$ cat config.mk
export PLATFORM = sky130hd
export DESIGN_NAME = aes_engine_stream_ctrl
export DESIGN_NICKNAME = d
export VERILOG_FILES = /design/src/rtl/aes_engine_stream_ctrl_pkg.sv /design/src/rtl/aes_engine_stream_ctrl_word_buffer.sv /design/src/rtl/aes_engine_stream_ctrl.sv
export SDC_FILE = /design/constraint.sdc
export NUM_CORES = 1
export LEC_CHECK = 0
export ABC_AREA = 0
export CAP_MARGIN = 20
export CORE_AREA = 2 2 244 246
export DETAILED_ROUTE_END_ITERATION = 8
export DIE_AREA = 0 0 246 248
export PLACE_DENSITY = 0.49
export SLEW_MARGIN = 20
export SYNTH_ARGS = -nofsm -noshare
export SYNTH_HDL_FRONTEND = slang
export SYNTH_SLANG_ARGS = --single-unit
export TNS_END_PERCENT = 30
$ cat constraint.sdc
create_clock -name clk -period 3.5 [get_ports clk]
set_input_delay 0.7 -clock clk [delete_from_list [all_inputs] [get_ports clk]]
set_output_delay 0.7 -clock clk [all_outputs]
set_load 0.05 [all_outputs]
$ cat src/rtl/aes_engine_stream_ctrl_pkg.sv
// Shared types and constants for the AES engine stream controller.
package aes_engine_stream_ctrl_pkg;

  localparam int unsigned DATA_WIDTH   = 32;
  localparam int unsigned BLOCK_WIDTH  = 128;
  localparam int unsigned CNT_WIDTH    = 16;
  localparam int unsigned STRB_WIDTH   = DATA_WIDTH / 8;
  localparam int unsigned AES_NB_WORDS = BLOCK_WIDTH / DATA_WIDTH;

  typedef enum logic [1:0] {
    EngIdle,
    EngLoad,
    EngCipher,
    EngDrain
  } aes_eng_state_t;

  typedef struct packed {
    logic clear;
    logic start;
    logic enable;
  } ctrl_engine_t;

  typedef struct packed {
    logic                 busy;
    logic                 done;
    logic [CNT_WIDTH-1:0] blk_cnt;
  } flags_engine_t;

  // Word 0 sits in the least significant bits of the block.
  function automatic logic [DATA_WIDTH-1:0] get_word(input logic [BLOCK_WIDTH-1:0] blk,
                                                     input logic [1:0]             idx);
    return blk[32'(idx) * DATA_WIDTH +: DATA_WIDTH];
  endfunction

endpackage

$ cat src/rtl/aes_engine_stream_ctrl_word_buffer.sv
// 4x32 word register: indexed strobe-masked word writes or whole-block load.
module aes_engine_stream_ctrl_word_buffer
  import aes_engine_stream_ctrl_pkg::*;
(
  input  logic                   clk,
  input  logic                   reset_n,
  input  logic                   clr_i,
  input  logic                   we_i,
  input  logic [1:0]             widx_i,
  input  logic [DATA_WIDTH-1:0]  wdata_i,
  input  logic [STRB_WIDTH-1:0]  wstrb_i,
  input  logic                   load_i,
  input  logic [BLOCK_WIDTH-1:0] block_i,
  output logic [BLOCK_WIDTH-1:0] block_o
);

  logic [AES_NB_WORDS-1:0][DATA_WIDTH-1:0] words_q, words_d;
  logic [DATA_WIDTH-1:0]                   masked;

  always_comb begin
    masked = '0;
    for (int b = 0; b < int'(STRB_WIDTH); b++) begin
      masked[8*b +: 8] = wstrb_i[b] ? wdata_i[8*b +: 8] : 8'h00;
    end
  end

  always_comb begin
    words_d = words_q;
    if (clr_i) begin
      words_d = '0;
    end else if (load_i) begin
      words_d = block_i;
    end else if (we_i) begin
      words_d[widx_i] = masked;
    end
  end

  always_ff @(posedge clk or negedge reset_n) begin
    if (!reset_n) begin
      words_q <= '0;
    end else begin
      words_q <= words_d;
    end
  end

  assign block_o = words_q;

endmodule

$ cat src/rtl/aes_engine_stream_ctrl.sv
// Engine-side controller: packs plaintext words into a block, runs the AES core,
// and serialises the ciphertext block back out as words.
module aes_engine_stream_ctrl
  import aes_engine_stream_ctrl_pkg::*;
(
  input  logic                   clk,
  input  logic                   reset_n,
  input  logic                   clear,
  input  ctrl_engine_t           ctrl_i,
  output flags_engine_t          flags_o,
  input  logic [CNT_WIDTH-1:0]   nb_blocks_i,
  input  logic [BLOCK_WIDTH-1:0] key_i,
  input  logic                   pt_valid_i,
  input  logic [DATA_WIDTH-1:0]  pt_data_i,
  input  logic [STRB_WIDTH-1:0]  pt_strb_i,
  output logic                   pt_ready_o,
  output logic                   ct_valid_o,
  output logic [DATA_WIDTH-1:0]  ct_data_o,
  output logic [STRB_WIDTH-1:0]  ct_strb_o,
  input  logic                   ct_ready_i,
  output logic                   core_start_o,
  output logic [BLOCK_WIDTH-1:0] core_block_o,
  output logic [BLOCK_WIDTH-1:0] core_key_o,
  input  logic                   core_done_i,
  input  logic [BLOCK_WIDTH-1:0] core_block_i
);

  aes_eng_state_t       state_q;
  logic [1:0]           w_cnt_q, o_cnt_q;
  logic [CNT_WIDTH-1:0] blk_cnt_q, nb_q, blk_nxt;
  logic                 start_pend_q, res_pend_q, done_q;
  logic                 clr_all, pt_hs, ct_hs, res_in;
  logic [BLOCK_WIDTH-1:0] ct_block;

  assign clr_all      = clear | ctrl_i.clear;
  assign pt_ready_o   = (state_q == EngLoad) & ctrl_i.enable & ~clr_all;
  assign pt_hs        = pt_ready_o & pt_valid_i;
  assign ct_valid_o   = (state_q == EngDrain) & ~clr_all;
  // While frozen the word stays presented but a sink handshake is not counted.
  assign ct_hs        = ct_valid_o & ct_ready_i & ctrl_i.enable;
  assign core_start_o = (state_q == EngCipher) & start_pend_q & ctrl_i.enable & ~clr_all;
  assign res_in       = (state_q == EngCipher) & core_done_i & ~clr_all;
  assign blk_nxt      = blk_cnt_q + 1'b1;

  assign ct_data_o       = get_word(ct_block, o_cnt_q);
  assign ct_strb_o       = {STRB_WIDTH{ct_valid_o}};
  assign core_key_o      = key_i;
  assign flags_o.busy    = (state_q != EngIdle);
  assign flags_o.done    = done_q;
  assign flags_o.blk_cnt = blk_cnt_q;

  always_ff @(posedge clk or negedge reset_n) begin
    if (!reset_n) begin
      state_q      <= EngIdle;
      w_cnt_q      <= '0;
      o_cnt_q      <= '0;
      blk_cnt_q    <= '0;
      nb_q         <= '0;
      start_pend_q <= 1'b0;
      res_pend_q   <= 1'b0;
      done_q       <= 1'b0;
    end else begin
      done_q <= 1'b0;
      if (clr_all) begin
        state_q      <= EngIdle;
        w_cnt_q      <= '0;
        o_cnt_q      <= '0;
        blk_cnt_q    <= '0;
        nb_q         <= '0;
        start_pend_q <= 1'b0;
        res_pend_q   <= 1'b0;
      end else begin
        unique case (state_q)
          EngIdle: begin
            if (ctrl_i.start) begin
              state_q   <= EngLoad;
              nb_q      <= (nb_blocks_i == '0) ? CNT_WIDTH'(1) : nb_blocks_i;
              blk_cnt_q <= '0;
              w_cnt_q   <= '0;
            end
          end
          EngLoad: begin
            if (pt_hs) begin
              w_cnt_q <= w_cnt_q + 2'd1;
              if (w_cnt_q == 2'd3) begin
                state_q      <= EngCipher;
                start_pend_q <= 1'b1;
                res_pend_q   <= 1'b0;
              end
            end
          end
          EngCipher: begin
            if (core_start_o) start_pend_q <= 1'b0;
            // A result arriving while frozen is remembered until enable returns.
            if (core_done_i) res_pend_q <= 1'b1;
            if (ctrl_i.enable && (core_done_i || res_pend_q)) begin
              state_q    <= EngDrain;
              o_cnt_q    <= '0;
              res_pend_q <= 1'b0;
            end
          end
          EngDrain: begin
            if (ct_hs) begin
              o_cnt_q <= o_cnt_q + 2'd1;
              if (o_cnt_q == 2'd3) begin
                blk_cnt_q <= blk_nxt;
                if (blk_nxt == nb_q) begin
                  state_q <= EngIdle;
                  done_q  <= 1'b1;
                end else begin
                  state_q <= EngLoad;
                  w_cnt_q <= '0;
                end
              end
            end
          end
          default: state_q <= EngIdle;
        endcase
      end
    end
  end

  aes_engine_stream_ctrl_word_buffer u_in_buf (
    .clk     (clk),
    .reset_n (reset_n),
    .clr_i   (clr_all),
    .we_i    (pt_hs),
    .widx_i  (w_cnt_q),
    .wdata_i (pt_data_i),
    .wstrb_i (pt_strb_i),
    .load_i  (1'b0),
    .block_i ('0),
    .block_o (core_block_o)
  );

  aes_engine_stream_ctrl_word_buffer u_out_buf (
    .clk     (clk),
    .reset_n (reset_n),
    .clr_i   (clr_all),
    .we_i    (1'b0),
    .widx_i  (2'd0),
    .wdata_i ('0),
    .wstrb_i ('0),
    .load_i  (res_in),
    .block_i (core_block_i),
    .block_o (ct_block)
  );

endmodule
==> impl_metrics.json, run 1 <==
{
  "outcome": "finished clean",
  "grt_pass1_vias": 10200,
  "syn_nets": 1382,
  "io_pins": 630,
  "crit_path_end_kind": "output port",
  "clk_pin_slew_worst_paths_ns": 0.05,
  "grt_use_total_pct": 14.3,
  "area_growth_syn_to_layout_pct": 39.5,
  "critPathKind": "flip-flop to output port",
  "ys_seq_area_share_pct": 55.6,
  "placed_area_um2": 17300,
  "finalNetCount": 1626,
  "comb_power_share_pct": 7.2,
  "die-area_um2": 61000,
  "start_util_pct": 22.9,
  "n_antenna_cell": 0,
  "setup_violations": 0,
  "drive_above_1_share_pct": 12.3,
  "h-tree-depth": 2,
  "start_kind": "flip-flop",
  "period_share_pct": 95.9,
  "die_x_um": 246,
  "rows": 89,
  "cp.required_ns": 2.80,
  "drv_cap": 0,
  "dp.cells": 2030,
  "grtUsageMet2_pct": 21.4,
  "synth-main-ff-cell": "dfrtp_1",
  "grt.overflow.total": 0,
  "clk_latency_ns": 0.54,
  "hold_path_class": "input port to async pin",
  "switching_share_pct": 22.8,
  "drtIter0Drc": 531,
  "cp_max_fo": 15,
  "hold_viol": 0,
  "cp_num_buf_inv": 2,
  "wl_per_cell_um": 21.2,
  "cts.sinks": 297,
  "clock-root-buffer": "clkbuf_16",
  "final_cell_count_no_fill": 2096,
  "worstMarginPinSlew_ns": 1.09,
  "async_flop_share_pct": 100,
  "portBuffers": 373,
  "fin_setup_tns_ns": 0,
  "critical_path.top_delay_family": "buffers and inverters",
  "crit_chain": "buf_12 -> mux4_2 -> clkdlybuf4s50_1",
  "cts_tree": "yes",
  "synth-edff-count": 0,
  "slowest_stage": "clkdlybuf4s50_1",
  "synth-seq-cells": 297,
  "ys.warnings.count": 0,
  "yosysUniqueCellTypes": 58,
  "final_util_pct": 31.9,
  "die_h_um": 248,
  "rsz0062_at_grt": "false",
  "ir_drop_v": 0.000259,
  "antenna_found_initial": 7,
  "grt_max_degree": 84,
  "slew_headroom_pct": 26.8,
  "grt_busiest_layer": "met2",
  "wl_um": 44500,
  "numCtsBuffers": 37,
  "synth_area_per_cell_um2": 12.7,
  "clockBufferDepth": 3,
  "power.total_mw": 7.99,
  "worstPathArrival_ns": 2.66,
  "report.final.slew_viol_count": 0,
  "pwr-share-clk_pct": 49.4,
  "final_area_um2": 18700,
  "switchingPower_mw": 1.82,
  "synthCells": 1054,
  "syn_area_um2": 13400,
  "vias_per_cell": 4.71,
  "fmax_ghz": 0.298,
  "place.gp.congestion": 0.784,
  "clock-skew-final_ns": 0.0106,
  "use_met3_pct": 5.94,
  "intPower_mw": 6.17,
  "layout_min_cycle_time_ns": 3.36,
  "drt_first_pass_iters": 5,
  "p_seq_share_pct": 43.5,
  "core_area_um2": 58500,
  "ant_nets": 0,
  "power.density_nw_per_um2": 429,
  "hpwlAfterDp_um": 32500,
  "p_leak_nw": 8.08,
  "max_stage_delay_ns": 0.78,
  "met1_usage_pct": 18.8,
  "drc": 0,
  "vias": 9870,
  "grt_pass1_wl_um": 66700
}
## kinds of logic after synthesis
| family | synth area share (%) |
|---|---|
| XOR/XNOR | 1.05 |
| AO/OA/AOI/OAI | 21.5 |
| flip-flops | 55.6 |
| buffers and inverters | 10.1 |
| multiplexers | 5.46 |
| adder cells (fa/ha/maj) | 1.03 |
| AND/OR/NAND/NOR | 5.30 |
## cell type report
type	count	area [um^2]
clock inverters	9	129
fillers	5870	39800
flip-flops and latches	297	7440
inverters	12	45.0
repair buffers	418	4300
clock buffers	55	1130
well taps	773	967
multi-input cells	532	4650
## cell usage after synthesis (3+ instances only)
master,count,area (um^2)
a21oi_1,17,85.1
a22o_1,272,2380
and3_1,21,131
buf_1,5,18.8
buf_2,6,30.0
buf_4,133,998
clkbuf_1,68,255
dfrtp_1,297,7430
ha_1,11,138
inv_1,10,37.5
mux4_2,32,721
nand2_1,26,97.6
nand3_1,12,60.1
nand4_2,3,37.5
nor2_1,24,90.1
nor2b_1,4,25.0
nor3_1,5,25.0
nor4_1,6,37.5
o21ai_0,33,165
o31ai_1,5,37.5
o41ai_1,4,35.0
or3_1,3,18.8
xnor2_1,10,87.6
xor2_1,6,52.6
## metrics by stage
| stage | setup slack (ns) | hold WS (ns) |
|---|---|---|
| finish | 0.143 | 0.164 |
| global route | 0.00966 | 0.202 |
| CTS | 0.0414 | 0.183 |
| detailed placement | 0.280 | 0.486 |
| global placement | 0.256 | 0.482 |
| floorplan | 0.503 | 0.404 |
## metal layers
metal  vias to the layer above  part of all wire, %
li1                       4374                    -
met1                      4974                   43
met2                       426                   44
met3                        82                  9.5
met4                        14                  2.5
met5                         -                 0.21
## power groups by stage
stage,sequential [mW],combinational [mW],clock (mW)
3_5_place_dp,3.53,0.579,0
4_1_cts,3.47,0.581,4.07
5_1_grt,3.47,0.625,4.21
2_1_floorplan,3.54,0.541,0
6_report,3.47,0.575,3.95
3_3_place_gp,3.53,0.578,0
## sequential cells by signal (all words and copies together) (netlist names), 2 cells and up
signal / cells
w_cnt_q: 2
u_out_buf.block_o: 128
blk_cnt_q: 16
u_in_buf.block_o: 128
o_cnt_q: 2
state_q: 2
nb_q: 16
## worst register-to-register path: stages, from the launching register on
cell and delay [ns]:
dfrtp_1 0.60, nand4_2 0.24, or4_4 0.59, xnor2_1 0.16, or3_2 0.44, a2111oi_4 0.50
o21bai_1 0.12, a21o_1 0.19
## final timing paths
check / startpoint / to / slack, ns / cells past startpoint
worst max-delay path: o_cnt_q[0]$_DFFE_PN0P_ / ct_data_o[9] / 0.14 / 3
worst min register to register: u_out_buf.block_o[33]$_DFFE_PN0P_ / u_out_buf.block_o[33]$_DFFE_PN0P_ / 0.50 / 1
worst max register to register: blk_cnt_q[4]$_DFFE_PN0P_ / state_q[0]$_DFFE_PN0P_ / 0.57 / 7
min in group clk: u_out_buf.block_o[33]$_DFFE_PN0P_ / u_out_buf.block_o[33]$_DFFE_PN0P_ / 0.50 / 1
max in group asynchronous: reset_n / u_out_buf.block_o[52]$_DFFE_PN0P_ / 2.51 / 2
worst min-delay path: reset_n / u_in_buf.block_o[0]$_DFFE_PN0P_ / 0.16 / 1
## cell usage in the layout (no fill, tap or decap), types with 3 or more instances in the layout
master and n:
clkbuf_1 7, clkdlybuf4s50_1 365, a22o_1 272, xor2_1 6, or3_1 3, nand4_2 3
o21ai_0 33, inv_1 10, nor2_1 24, a21oi_4 5, mux4_2 32, o31ai_1 5
nand2_1 26, and3_1 20, nor4_1 6, nor2b_1 4, nand3_1 12, clkbuf_8 9
buf_4 34, dfrtp_1 295, bufinv_16 3, buf_12 16, xnor2_1 10, clkinv_2 3
clkbuf_16 39, nor3_1 5, a21oi_1 12, ha_1 11, o41ai_1 4
## timing repair
| action | 4_1_cts | 5_1_grt |
|---|---|---|
| gates resized for setup | 1 | 0 |
| buffers inserted | 0 | 0 |
| hold buffers | 0 | 0 |
| setup endpoints to repair | 26 | 0 |
Power figures use the tool's default switching activity.
==> run 2, diff against run 1 <==
Settings changed: SLEW_MARGIN 20 to 5.
==> run 2 against run 1 <==
Maximum frequency about the same. Worst setup slack better by 0.0019 ns. Worst hold slack better by 0.00065 ns. Critical path depth unchanged. Flip-flop and latch count unchanged. Sequential power about the same. Cell count unchanged. Critical path type unchanged. Highest routed layer unchanged.
==> impl_metrics.json, run 2 (synthesis gave the netlist of run 1 again) <==
{
  "period_share_pct": 95.9,
  "ant_nets": 0,
  "vias": 9902,
  "slew_headroom_pct": 25.8,
  "cp_max_fo": 15,
  "reg2reg_to": "state_q[0]$_DFFE_PN0P_",
  "wl_per_cell_um": 21.3,
  "preCtsSetupSlack_ns": 0.280,
  "finalNetCount": 1626,
  "r2r_setup_slack_ns": 0.57,
  "crit_start": "o_cnt_q[0]$_DFFE_PN0P_",
  "drv_cap": 0,
  "hold_path_class": "input port to async pin",
  "clockBufferDepth": 3,
  "worstMarginPinSlew_ns": 1.11,
  "hpwlAfterDp_um": 32500,
  "clock-skew-final_ns": 0.0104,
  "outcome": "finished clean",
  "die_x_um": 246,
  "grt_pass1_wl_um": 66700,
  "worstPathArrival_ns": 2.65,
  "wl_um": 44600,
  "setup_violations": 0,
  "drive_above_1_share_pct": 12.3,
  "crit_path_end_kind": "output port",
  "hold_viol": 0,
  "nFillCells": 5870,
  "die_h_um": 248,
  "vias_per_cell": 4.72,
  "reg2regPathDepth": 7,
  "cp.required_ns": 2.80,
  "layout_commonest_cell": "clkdlybuf4s50_1",
  "numCtsBuffers": 37,
  "place.gp.congestion": 0.784,
  "power.density_nw_per_um2": 429,
  "io_pins": 630,
  "rows": 89,
  "drtIter0Drc": 528,
  "clk_pin_slew_worst_paths_ns": 0.05,
  "post_cts_resized": 1,
  "critPathKind": "flip-flop to output port",
  "die-area_um2": 61000,
  "rsz0062_at_grt": "false",
  "antenna_found_initial": 7,
  "fmax_ghz": 0.298,
  "start_util_pct": 22.9,
  "p_leak_nw": 8.07,
  "clk_latency_ns": 0.54,
  "ir_drop_v": 0.000259,
  "grt.overflow.total": 0,
  "rr_startpoint": "blk_cnt_q[4]$_DFFE_PN0P_",
  "portBuffers": 373,
  "cts_tree": "yes",
  "report.final.slew_viol_count": 0,
  "clock-root-buffer": "clkbuf_16",
  "grt_pass1_vias": 10200,
  "layout_min_cycle_time_ns": 3.35,
  "drt_first_pass_iters": 4,
  "drc": 0,
  "core_area_um2": 58500,
  "h-tree-depth": 2,
  "grt_use_total_pct": 14.3,
  "n_antenna_cell": 0,
  "area_growth_syn_to_layout_pct": 39.4,
  "start_kind": "flip-flop",
  "most-common-layout-cells": "365 x clkdlybuf4s50_1, 295 x dfrtp_1, 272 x a22o_1, 39 x clkbuf_16, 34 x buf_4",
  "post_cts_buffers": 0,
  "cts.sinks": 297,
  "whs_ns": 0.165,
  "fin_setup_tns_ns": 0,
  "cts_hold_buf": 0,
  "crit_end": "ct_data_o[9]",
  "grt_max_degree": 84,
  "worst_slack_ns": 0.145
}
[run 2: through the flow]
stage	power, mW	instances	utilization (%)	area (um^2)
3_3_place_gp	4.11	2030	29.7	17300
5_1_grt	8.31	2096	31.9	18600
6_report	7.99	2096	31.9	18600
4_1_cts	8.12	2094	31.8	18600
3_5_place_dp	4.11	2030	29.7	17300
2_1_floorplan	4.08	1054	-	13400
[run 2: layer usage]
layer / part of all wire [%] / global-route usage, %
met5: 0.20 / 0
met4: 2.5 / 4.21
met3: 10 / 5.94
met2: 44 / 21.4
met1: 43 / 18.8
[run 2: critical path, cell delays in order, from the launching register on]
cell and delay [ns]:
dfrtp_4 0.63, buf_12 0.18, mux4_2 0.51, clkdlybuf4s50_1 0.78
[run 2: how the worst min path moves through the flow]
stage,to,cells after the start,start,slack (ns)
4_1_cts,u_in_buf.block_o[0]$_DFFE_PN0P_,1,reset_n,0.18
6_report,u_in_buf.block_o[0]$_DFFE_PN0P_,1,reset_n,0.16
3_5_place_dp,u_out_buf.block_o[11]$_DFFE_PN0P_,1,u_out_buf.block_o[11]$_DFFE_PN0P_,0.49
5_1_grt,u_in_buf.block_o[0]$_DFFE_PN0P_,1,reset_n,0.20
2_1_floorplan,blk_cnt_q[0]$_DFFE_PN0P_,0,reset_n,0.40
3_3_place_gp,u_out_buf.block_o[101]$_DFFE_PN0P_,1,u_out_buf.block_o[101]$_DFFE_PN0P_,0.48
[run 2: area by class of cell]
type                            count  area [um^2]  area share [%]
Multi-Input combinational cell    532         4650            24.9
Timing Repair Buffer              418         4290            23.0
Clock inverter                      9          129           0.691
Tap cell                          773          967            5.19
Inverter                           12         45.0           0.242
Clock buffer                       55         1130            6.04
Sequential cell                   297         7440            39.9
[run 2: where the power goes]
group	total, mW	internal (mW)	switching (mW)
combinational	0.575	0.275	0.300
sequential	3.47	3.46	0.0176
clock	3.94	2.44	1.50
